<file path="src/rtl/up_counter_mod_if.sv">
// Control and status bundle for the wrapping up-counter: the controller drives
// the strobes and limits, and the counter returns count, terminal and wrap flags.
interface up_counter_mod_if #(
  parameter int WIDTH = 4
);
  logic             en;
  logic             clr;
  logic             load;
  logic [WIDTH-1:0] load_val;
  logic [WIDTH-1:0] max_val;
  logic [WIDTH-1:0] q;
  logic             tc;
  logic             co;
  logic             ovf;

  modport master (
    output en, clr, load, load_val, max_val,
    input  q, tc, co, ovf
  );

  modport slave (
    input  en, clr, load, load_val, max_val,
    output q, tc, co, ovf
  );
endinterface

</file>
<file path="src/rtl/up_counter_mod.sv">
// Modulo (max_val+1) up-counter with sync clear/load, one-cycle carry pulse,
// sticky wrap flag and a combinational terminal-count output.
module up_counter_mod #(
  parameter int WIDTH = 4
) (
  input  logic           clk,
  input  logic           rst,
  up_counter_mod_if.slave bus
);

  localparam logic [WIDTH-1:0] ONE = WIDTH'(1);

  logic [WIDTH-1:0] q_r;
  logic [WIDTH-1:0] q_nxt;
  logic             co_r;
  logic             co_nxt;
  logic             ovf_r;
  logic             ovf_nxt;
  logic             at_max;

  // ">=" so a loaded value above max_val, or a lowered max_val, wraps next time.
  assign at_max = (q_r >= bus.max_val);

  always_comb begin
    q_nxt   = q_r;
    co_nxt  = 1'b0;
    ovf_nxt = ovf_r;
    if (bus.clr) begin
      q_nxt   = '0;
      ovf_nxt = 1'b0;
    end else if (bus.load) begin
      q_nxt = bus.load_val;
    end else if (bus.en) begin
      if (at_max) begin
        q_nxt   = '0;
        co_nxt  = 1'b1;
        ovf_nxt = 1'b1;
      end else begin
        q_nxt = q_r + ONE;
      end
    end
  end

  always_ff @(posedge clk or negedge rst) begin
    if (!rst) begin
      q_r   <= '0;
      co_r  <= 1'b0;
      ovf_r <= 1'b0;
    end else begin
      q_r   <= q_nxt;
      co_r  <= co_nxt;
      ovf_r <= ovf_nxt;
    end
  end

  assign bus.q   = q_r;
  assign bus.tc  = at_max;
  assign bus.co  = co_r;
  assign bus.ovf = ovf_r;

endmodule

</file>
<file path="src/flat_wrapper.sv">
// flat-port wrapper written by rule: the top's interface ports become plain ports
module up_counter_mod_flat 
#(
  parameter int WIDTH = 4
)
  (clk, rst, bus_en, bus_clr, bus_load, bus_load_val, bus_max_val, bus_q, bus_tc, bus_co, bus_ovf);
  up_counter_mod_if #(.WIDTH(WIDTH)) bus_i ();
  input  logic clk;
  input  logic rst;
  input wire logic [$bits(bus_i.en)-1:0] bus_en;
  input wire logic [$bits(bus_i.clr)-1:0] bus_clr;
  input wire logic [$bits(bus_i.load)-1:0] bus_load;
  input wire logic [$bits(bus_i.load_val)-1:0] bus_load_val;
  input wire logic [$bits(bus_i.max_val)-1:0] bus_max_val;
  output wire logic [$bits(bus_i.q)-1:0] bus_q;
  output wire logic [$bits(bus_i.tc)-1:0] bus_tc;
  output wire logic [$bits(bus_i.co)-1:0] bus_co;
  output wire logic [$bits(bus_i.ovf)-1:0] bus_ovf;
  assign bus_i.en = bus_en;
  assign bus_i.clr = bus_clr;
  assign bus_i.load = bus_load;
  assign bus_i.load_val = bus_load_val;
  assign bus_i.max_val = bus_max_val;
  assign bus_q = bus_i.q;
  assign bus_tc = bus_i.tc;
  assign bus_co = bus_i.co;
  assign bus_ovf = bus_i.ovf;
  up_counter_mod #(.WIDTH(WIDTH)) u_core (.clk(clk), .rst(rst), .bus(bus_i));
endmodule
</file>
<file path="config.mk">
export PLATFORM = sky130hd
export DESIGN_NAME = up_counter_mod_flat
export DESIGN_NICKNAME = d
export VERILOG_FILES = /design/src/rtl/up_counter_mod_if.sv /design/src/rtl/up_counter_mod.sv /design/src/flat_wrapper.sv
export SDC_FILE = /design/constraint.sdc
export NUM_CORES = 1
export LEC_CHECK = 0
export CORE_AREA = 5 5 42 44
export CTS_BUF_LIST = sky130_fd_sc_hd__clkbuf_8
export CTS_CLUSTER_DIAMETER = 80
export CTS_CLUSTER_SIZE = 24
export DETAILED_ROUTE_END_ITERATION = 12
export DIE_AREA = 0 0 47 49
export SLEW_MARGIN = 10
export SYNTH_ARGS = -nofsm -noshare
export SYNTH_HDL_FRONTEND = slang
export SYNTH_SLANG_ARGS = --single-unit
</file>
<file path="constraint.sdc">
create_clock -name clk -period 2.4 [get_ports clk]
set_input_delay 0.24 -clock clk [delete_from_list [all_inputs] [get_ports clk]]
set_output_delay 0.24 -clock clk [all_outputs]
set_load 0.01 [all_outputs]
</file>
=== After elaboration in Yosys (flattened, before gate mapping) ===
Cells that the tools add are included.

* Add/subtract/negate cells: 1
* Order comparisons: 1
* Equality and inequality tests: 1
* Mux-type cells: 12
* Reduce and logical (&&, ||, !) cells: 4

{| class="wikitable"
|+ Operator list
! kind !! count
|-
| 4-bit 2-to-1 mux || 4
|-
| 1-bit 2-to-1 mux || 8
|-
| 4-bit by 1-bit adder with 4-bit output, second input constant || 1
|-
| 4-bit greater-or-equal comparator || 1
|-
| 2-bit nonzero test || 2
|-
| 3-bit AND reduction || 1
|-
| 3-bit nonzero test || 1
|-
| 2-bit != test, second input constant || 1
|}

* Flip-flop bits (word level): 6
* Bits of input ports: 13
* Output and inout port bits: 7

=== Logic depth before layout (Yosys ltp) ===
* Depth in word-level cells: 5
* Gate-level depth with buffers: 6
* Mapped depth without buffers: 6

=== Least setup slack after synthesis ===
No wires, ideal clock.

* Path type: reg-to-reg
* From: reg u_core.q_r[0], in the netlist u_core.bus.q[0]
* To: reg u_core.q_r[3], in the netlist u_core.bus.q[3]
* Setup time: 66 ps
* Data arrival time: 1611 ps
* Setup slack: 723 ps
* Cell stages (with the launch flop): 7
* Path buffers: 0
* Clock period less this slack: 1677 ps
* Cell sequence: dfrtp_1 inv_1 ha_1 nor3b_1 o21ai_1 o32ai_1 o31a_1

* Word-level cells in the longest chain between the ends: 5

{| class="wikitable"
|+ Ends and longest elaborated chain
! element !! line !! text
|-
| start, declared || up_counter_mod.sv:13 || <nowiki>logic [WIDTH-1:0] q_r;</nowiki>
|-
| start signal, assigned || up_counter_mod.sv:50 || <nowiki>q_r <= q_nxt;</nowiki>
|-
| 4-bit greater-or-equal comparator || up_counter_mod.sv:22 || <nowiki>assign at_max = (q_r >= bus.max_val);</nowiki>
|-
| named net bus_tc || flat_wrapper.sv:16 || <nowiki>output wire logic [$bits(bus_i.tc)-1:0] bus_tc;</nowiki>
|-
| 4-bit 2-to-1 mux || up_counter_mod.sv:34 || <nowiki>if (at_max) begin</nowiki>
|-
| 4-bit 2-to-1 mux || up_counter_mod.sv:33 || <nowiki>end else if (bus.en) begin</nowiki>
|-
| 4-bit 2-to-1 mux || up_counter_mod.sv:31 || <nowiki>end else if (bus.load) begin</nowiki>
|-
| 4-bit 2-to-1 mux || up_counter_mod.sv:28 || <nowiki>if (bus.clr) begin</nowiki>
|}

The timed path passes the listed nets, and every way through them passes these cells. The select of a mux whose other input is x is not followed.
A chain may end at the register's enable or synchronous reset.

=== Worst setup path in the final report ===
* From: in bus_max_val[3]
* To: out bus_tc

* Word-level cells in the longest chain between the ends: 1

{| class="wikitable"
|+ Ends and longest elaborated chain
! element !! line !! text
|-
| start, declared || flat_wrapper.sv:14 || <nowiki>input wire logic [$bits(bus_i.max_val)-1:0] bus_max_val;</nowiki>
|-
| 4-bit greater-or-equal comparator || up_counter_mod.sv:22 ||
|-
| end, declared || flat_wrapper.sv:16 ||
|}

Every way passes these cells.

==> results.yml <==
outcome:
  status: "finished clean"
detailed_routing:
  ant_nets: 0
  post_drt_wl_per_cell_um: 12.0
  num_vias: 410
  drc: 0
  dr.pass1.iters: 3
  via_per_inst: 4.94
  totalWireLength_um: 992
  drt_first_iter_violations: 6
sta:
  period_share_pct: 88.3
  finalMaxSlewViolations: 0
  tns_ns: 0
  tightest_slew_ns: 0.295
  slew_headroom_pct: 80.3
  finalHoldViolations: 0
  rsz0062_at_grt: "no"
  fmaxAchievable_ghz: 0.472
  setup_viol: 0
  finClkSkew_ns: 0.000680
  post-route-min-period_ns: 2.12
floorplanning:
  std_cell_rows: 14
  die-area_um2: 2300
  core_um2: 1400
  die_w_um: 47
  start_util_pct: 29.9
  pin_count: 20
  die_height_um: 49
critical_path:
  crit_path_start_kind: "primary input"
  cp.arrival_ns: 1.88
  crit_fanout: 2
  critPathTopFamily: "buffers and inverters"
  worst_path_max_delay_cell: "clkdlybuf4s50_1"
  cpPeakStageDelay_ns: 0.58
  critPathKind: "primary input to primary output"
  crit_chain: "clkdlybuf4s50_1 -> inv_1 -> ha_1 -> o211ai_1 -> o21ai_1 -> clkdlybuf4s50_1"
  cp_num_buf_inv: 3
  crit_path_frequent_cell: "clkdlybuf4s50_1"
  critPathCaptureType: "primary output"
  cp.required_ns: 2.16
synthesis:
  avgSynthCellArea_um2: 9.31
  synth-seq-area-share_pct: 35.8
  synth_top_cell_by_area: "dfrtp_1"
  synth.area.top_cells: "dfrtp_1, ha_1, o31a_1, o32ai_1, a21oi_1"
  ys_async_sr_fraction_pct: 100
  synth_common_cells: "dfrtp_1, ha_1, inv_1, a21oi_1, nor2_1"
  yosysWarnings: 0
  synth_most_common_cell: "dfrtp_1"
  synth_top_cell_area_share_pct: 35.8
  synth_flop_cell: "dfrtp_1"
  synth_cells: 45
  ys_ff_latch: 6
  synth_cell_types: 23
  synth_nets: 63
  synth_edf_count: 0
  synth.cell_area_um2: 419
power:
  power_mw: 0.375
  power.leakage_nw: 0.289
  cellPowerDensity_nw_per_um2: 557
  ir_drop_uv: 389
placement:
  dp_hpwl_um: 836
  dpl.cell_count: 80
  gp_congestion: 0.783
  port-buffer-count: 19
grt:
  grt_pass1_vias: 414
  gr-total-overflow: 0
  antenna_found_initial: 0
  grt_first_pass_wirelength_um: 1710
  track_usage_pct: 10.1
  grt_max_degree: 9
clock_tree:
  cts_sinks: 6
  post_cts_resized: 0
  insertion_delay_ns: 0.22
  cts_buffers: 3
  clockRootBuffer: "clkbuf_8"
  postCtsHoldBufs: 0
  cts_tree: "yes"
  cts-htree-levels: 1
  clk_path_buf_depth: 2
  postCtsSetupRepairBufs: 0
  clk_pin_slew_ns: 0.03
cells_and_area:
  insertedDiodeCount: 0
  drive_gt1_share_pct: 5.97
  syn2layout_area_growth_pct: 60.6
  layout.nets: 87
  seq_area_um2: 150
  multi_input_area_um2: 249
  postLayoutCoreUtil_pct: 48.0
  finalNonFillerCells: 83
  fillers: 146
min_path:
  min_path_type: "primary input to async pin"
run:
  drv_cap: 0
==> logic make-up (layout without fill, tap and decap cells) <==
kind of cell / after synthesis / count (layout) / synth area share [%]
xor gates and xnor gates: 2 / 2 / 4.18
adders and majority gates: 5 / 5 / 14.9
and+or+nand+nor: 16 / 16 / 21.2
AOI/OAI and AO/OA: 11 / 11 / 19.1
DFF: 6 / 6 / 35.8
buffers and inverters: 5 / 27 / 4.77
==> stage by stage <==
stage                     hold WS (ns)  instance area, um2  setup WS [ns]
after floorplan                -0.0556                 419          0.723
after global placement           0.492                 632          0.283
after detailed placement         0.493                 632          0.286
after CTS                        0.266                 673          0.272
after global routing             0.270                 673          0.224
final                            0.256                 673          0.281
==> layout make-up <==
class                   count  area share [%]
multi-input cells          34            37.0
well taps                  16            2.97
repair buffers             20            29.4
flip-flops and latches      6            22.3
inverters                   4            2.23
clock buffers               3            6.13
==> state kept, by name (all words and copies together) (netlist names) <==
| register | cells |
|---|---|
| u_core.bus.q | 4 |
| u_core.bus.co | 1 |
| u_core.bus.ovf | 1 |
==> layout by cell type, fill, tap and decap left out, types with 2 or more instances in the layout <==
master	Yosys	final
o32ai_1	2	2
o211ai_1	2	2
nor2_1	3	3
a21oi_1	3	3
clkdlybuf4s50_1	0	19
o31a_1	2	2
clkbuf_8	0	3
nand3_1	2	2
nor3_1	2	2
inv_1	4	4
nor2b_1	2	2
dfrtp_1	6	6
ha_1	5	5
==> report_power, final <==
part / leakage (nW) / switching (mW) / internal [mW]
Sequential: 0.0789 / 0.0104 / 0.110
Clock: 0.0216 / 0.0381 / 0.107
Combinational: 0.188 / 0.0450 / 0.0635
Total: 0.289 / 0.0935 / 0.281
==> worst paths after layout <==
path,from,to,slack (ns),depth (start not counted)
setup / recovery,bus_max_val[3],bus_tc,0.28,6
hold / removal,rst,u_core.bus.q[3],0.26,1
setup reg to reg,u_core.bus.q[0],u_core.bus.q[3],0.62,7
hold reg to reg,u_core.bus.ovf,u_core.bus.ovf,0.52,2
max in group asynchronous,rst,u_core.bus.q[1],1.94,1
min in group clk,u_core.bus.ovf,u_core.bus.ovf,0.52,2
==> metal layers <==
layer	track usage [%]	up-vias	share of wire [%]
li1	-	210	-
met1	12.7	183	44
met2	15.8	15	46
met3	4.80	2	9.4
met4	1.38	0	0.60
met5	0	-	0
Power figures use the tool's default switching activity.
==> patch (same settings) <==
`q_r` no longer has a reset.
--- a/src/rtl/up_counter_mod.sv
+++ b/src/rtl/up_counter_mod.sv
@@ -45,3 +45,2 @@
     if (!rst) begin
-      q_r   <= '0;
       co_r  <= 1'b0;
@@ -49,3 +48,2 @@
     end else begin
-      q_r   <= q_nxt;
       co_r  <= co_nxt;
@@ -53,2 +51,6 @@
     end
+  end
+
+  always_ff @(posedge clk) begin
+    q_r <= q_nxt;
   end
Check against the original RTL: not equivalent (Yosys sat finds a counterexample within 4 cycles, from zero or initial values and one cycle with rst low).
==> patch against the original RTL <==
Synthesized cell count grew 2.2%. Clock skew about the same. Largest cell class unchanged. Routed wire length is 2.3% lower. Area after synthesis decreased by 6.3%. Setup slack worse by 0.090 ns. Register-to-register slack improved by 0.12 ns. Hold slack worse by 0.075 ns. Design area down 4.8%. Sequential cell count unchanged. Via count decreased by 1.2%. Highest routed layer unchanged. Largest power group unchanged. Power shrank 8.6%. Sequential power is 7% lower. First-iteration DRC count fell by 50%.
==> patch: results (changes against the original RTL) <==
share of cells above drive strength 1 7.46% (+1.5 points); largest net degree at the start of global routing 11 (+2); post-synthesis xor/xnor area fraction 4.46% (+0.28 points); Clock power frac 44.0% (+5.2 points); FF-to-FF path depth 6 (-1); NumNets Final 87 (unchanged); Syn Inst Count 46 (+2.2%); Synth Area in Compound Gates 17.5% (-1.6 points); Register Area 130 um2 (-13%); Post-Synth Adder-Cell Area 15.9% (+1.0 points); syn_nets 64 (+1.6%); multi-input gates 35 (+2.9%); Non-clock buffers 19 (-5.0%); clk tree area frac 6.45% (+0.31 points); FFs & Latches 6 (unchanged); leakage power 0.259 nW (-10%); data arrival time of the worst path 1.97 ns (+0.09 ns); status finished clean; initial antenna violation count 0 (unchanged); GR Util met2 14.3% (-1.6 points); post-layout util 45.7% (-2.3 points); vias in the first global route 410 (-0.97%); peak supply drop 0.261 mV (-33%); number of fill cells 153 (+4.8%); final WL 969 um (-2.3%); DP HPWL 804 um (-3.9%); top area cells in the synthesized netlist dfxtp_1 (20%), ha_1 (16%), dfrtp_1 (13%); WL/cell 11.7 um (-2.3%); cell-internal power 0.261 mW (-7.1%); vias per inst 4.88 (-1.2%); clk_skew 0.000525 ns (-0.000154 ns); Main synth FF type dfxtp_1; initial DRC count 3 (-3); Placed Area 599 um2 (-5.1%); sequential-to-total area share from yosys stat 33.1% (-2.7 points); met2 wire len 416 um (-9.4%); NonClk Buf Share 29.7% (+0.32 points); first-pass GRT wire length 1.54 mm (-10%); pre-CTS worst setup slack 0.164 ns (-0.122 ns); synth cell count leaders a21oi_1 (9), ha_1 (5), dfxtp_1 (4), inv_1 (4); multi-input logic area 244 um2 (-2.0%); crit-path max FO 7 (+5); Worst slew margin 78.7% (-1.6 points); grt met3 use 5.54% (+0.74 points); comb pwr 0.0787 mW (-28%); GPL Wtd Cong 0.698 (-11%); Slowest-stage cell, CP clkdlybuf4s50_1; Switching Power 0.0812 mW (-13%); Tot GR Track Use 9.33% (-0.79 points); routed length on met3 133 um (+43%); GR Layer Usage met1 9.33% (-3.4 points); Synth cell types 20 (-13%); setup bufs post-CTS 0 (unchanged); asr flop ratio synth 33.3% (-67 points)
-- patch: cell types whose count changed in the layout (fill, tap and decap cells not counted), moves of 2 or more --
cell / unedited run / this run
nor3b_1: 1 / 3
o32ai_1: 2 / 0
dfxtp_1: 0 / 4
or3_1: 1 / 3
a21oi_1: 3 / 9
o31a_1: 2 / 0
dfrtp_1: 6 / 2
-- patch: path summary, 6_finish.rpt --
| check | slack (ns) | to | from |
|---|---|---|---|
| max | 0.19 | bus_tc | bus_max_val[3] |
| max reg2reg | 0.74 | u_core.bus.q[3] | u_core.bus.q[0] |
| min | 0.18 | u_core.bus.co | rst |
| min reg2reg | 0.50 | u_core.bus.ovf | u_core.bus.ovf |
| min in group clk | 0.50 | u_core.bus.ovf | u_core.bus.ovf |
| max in group asynchronous | 2.10 | u_core.bus.ovf | rst |
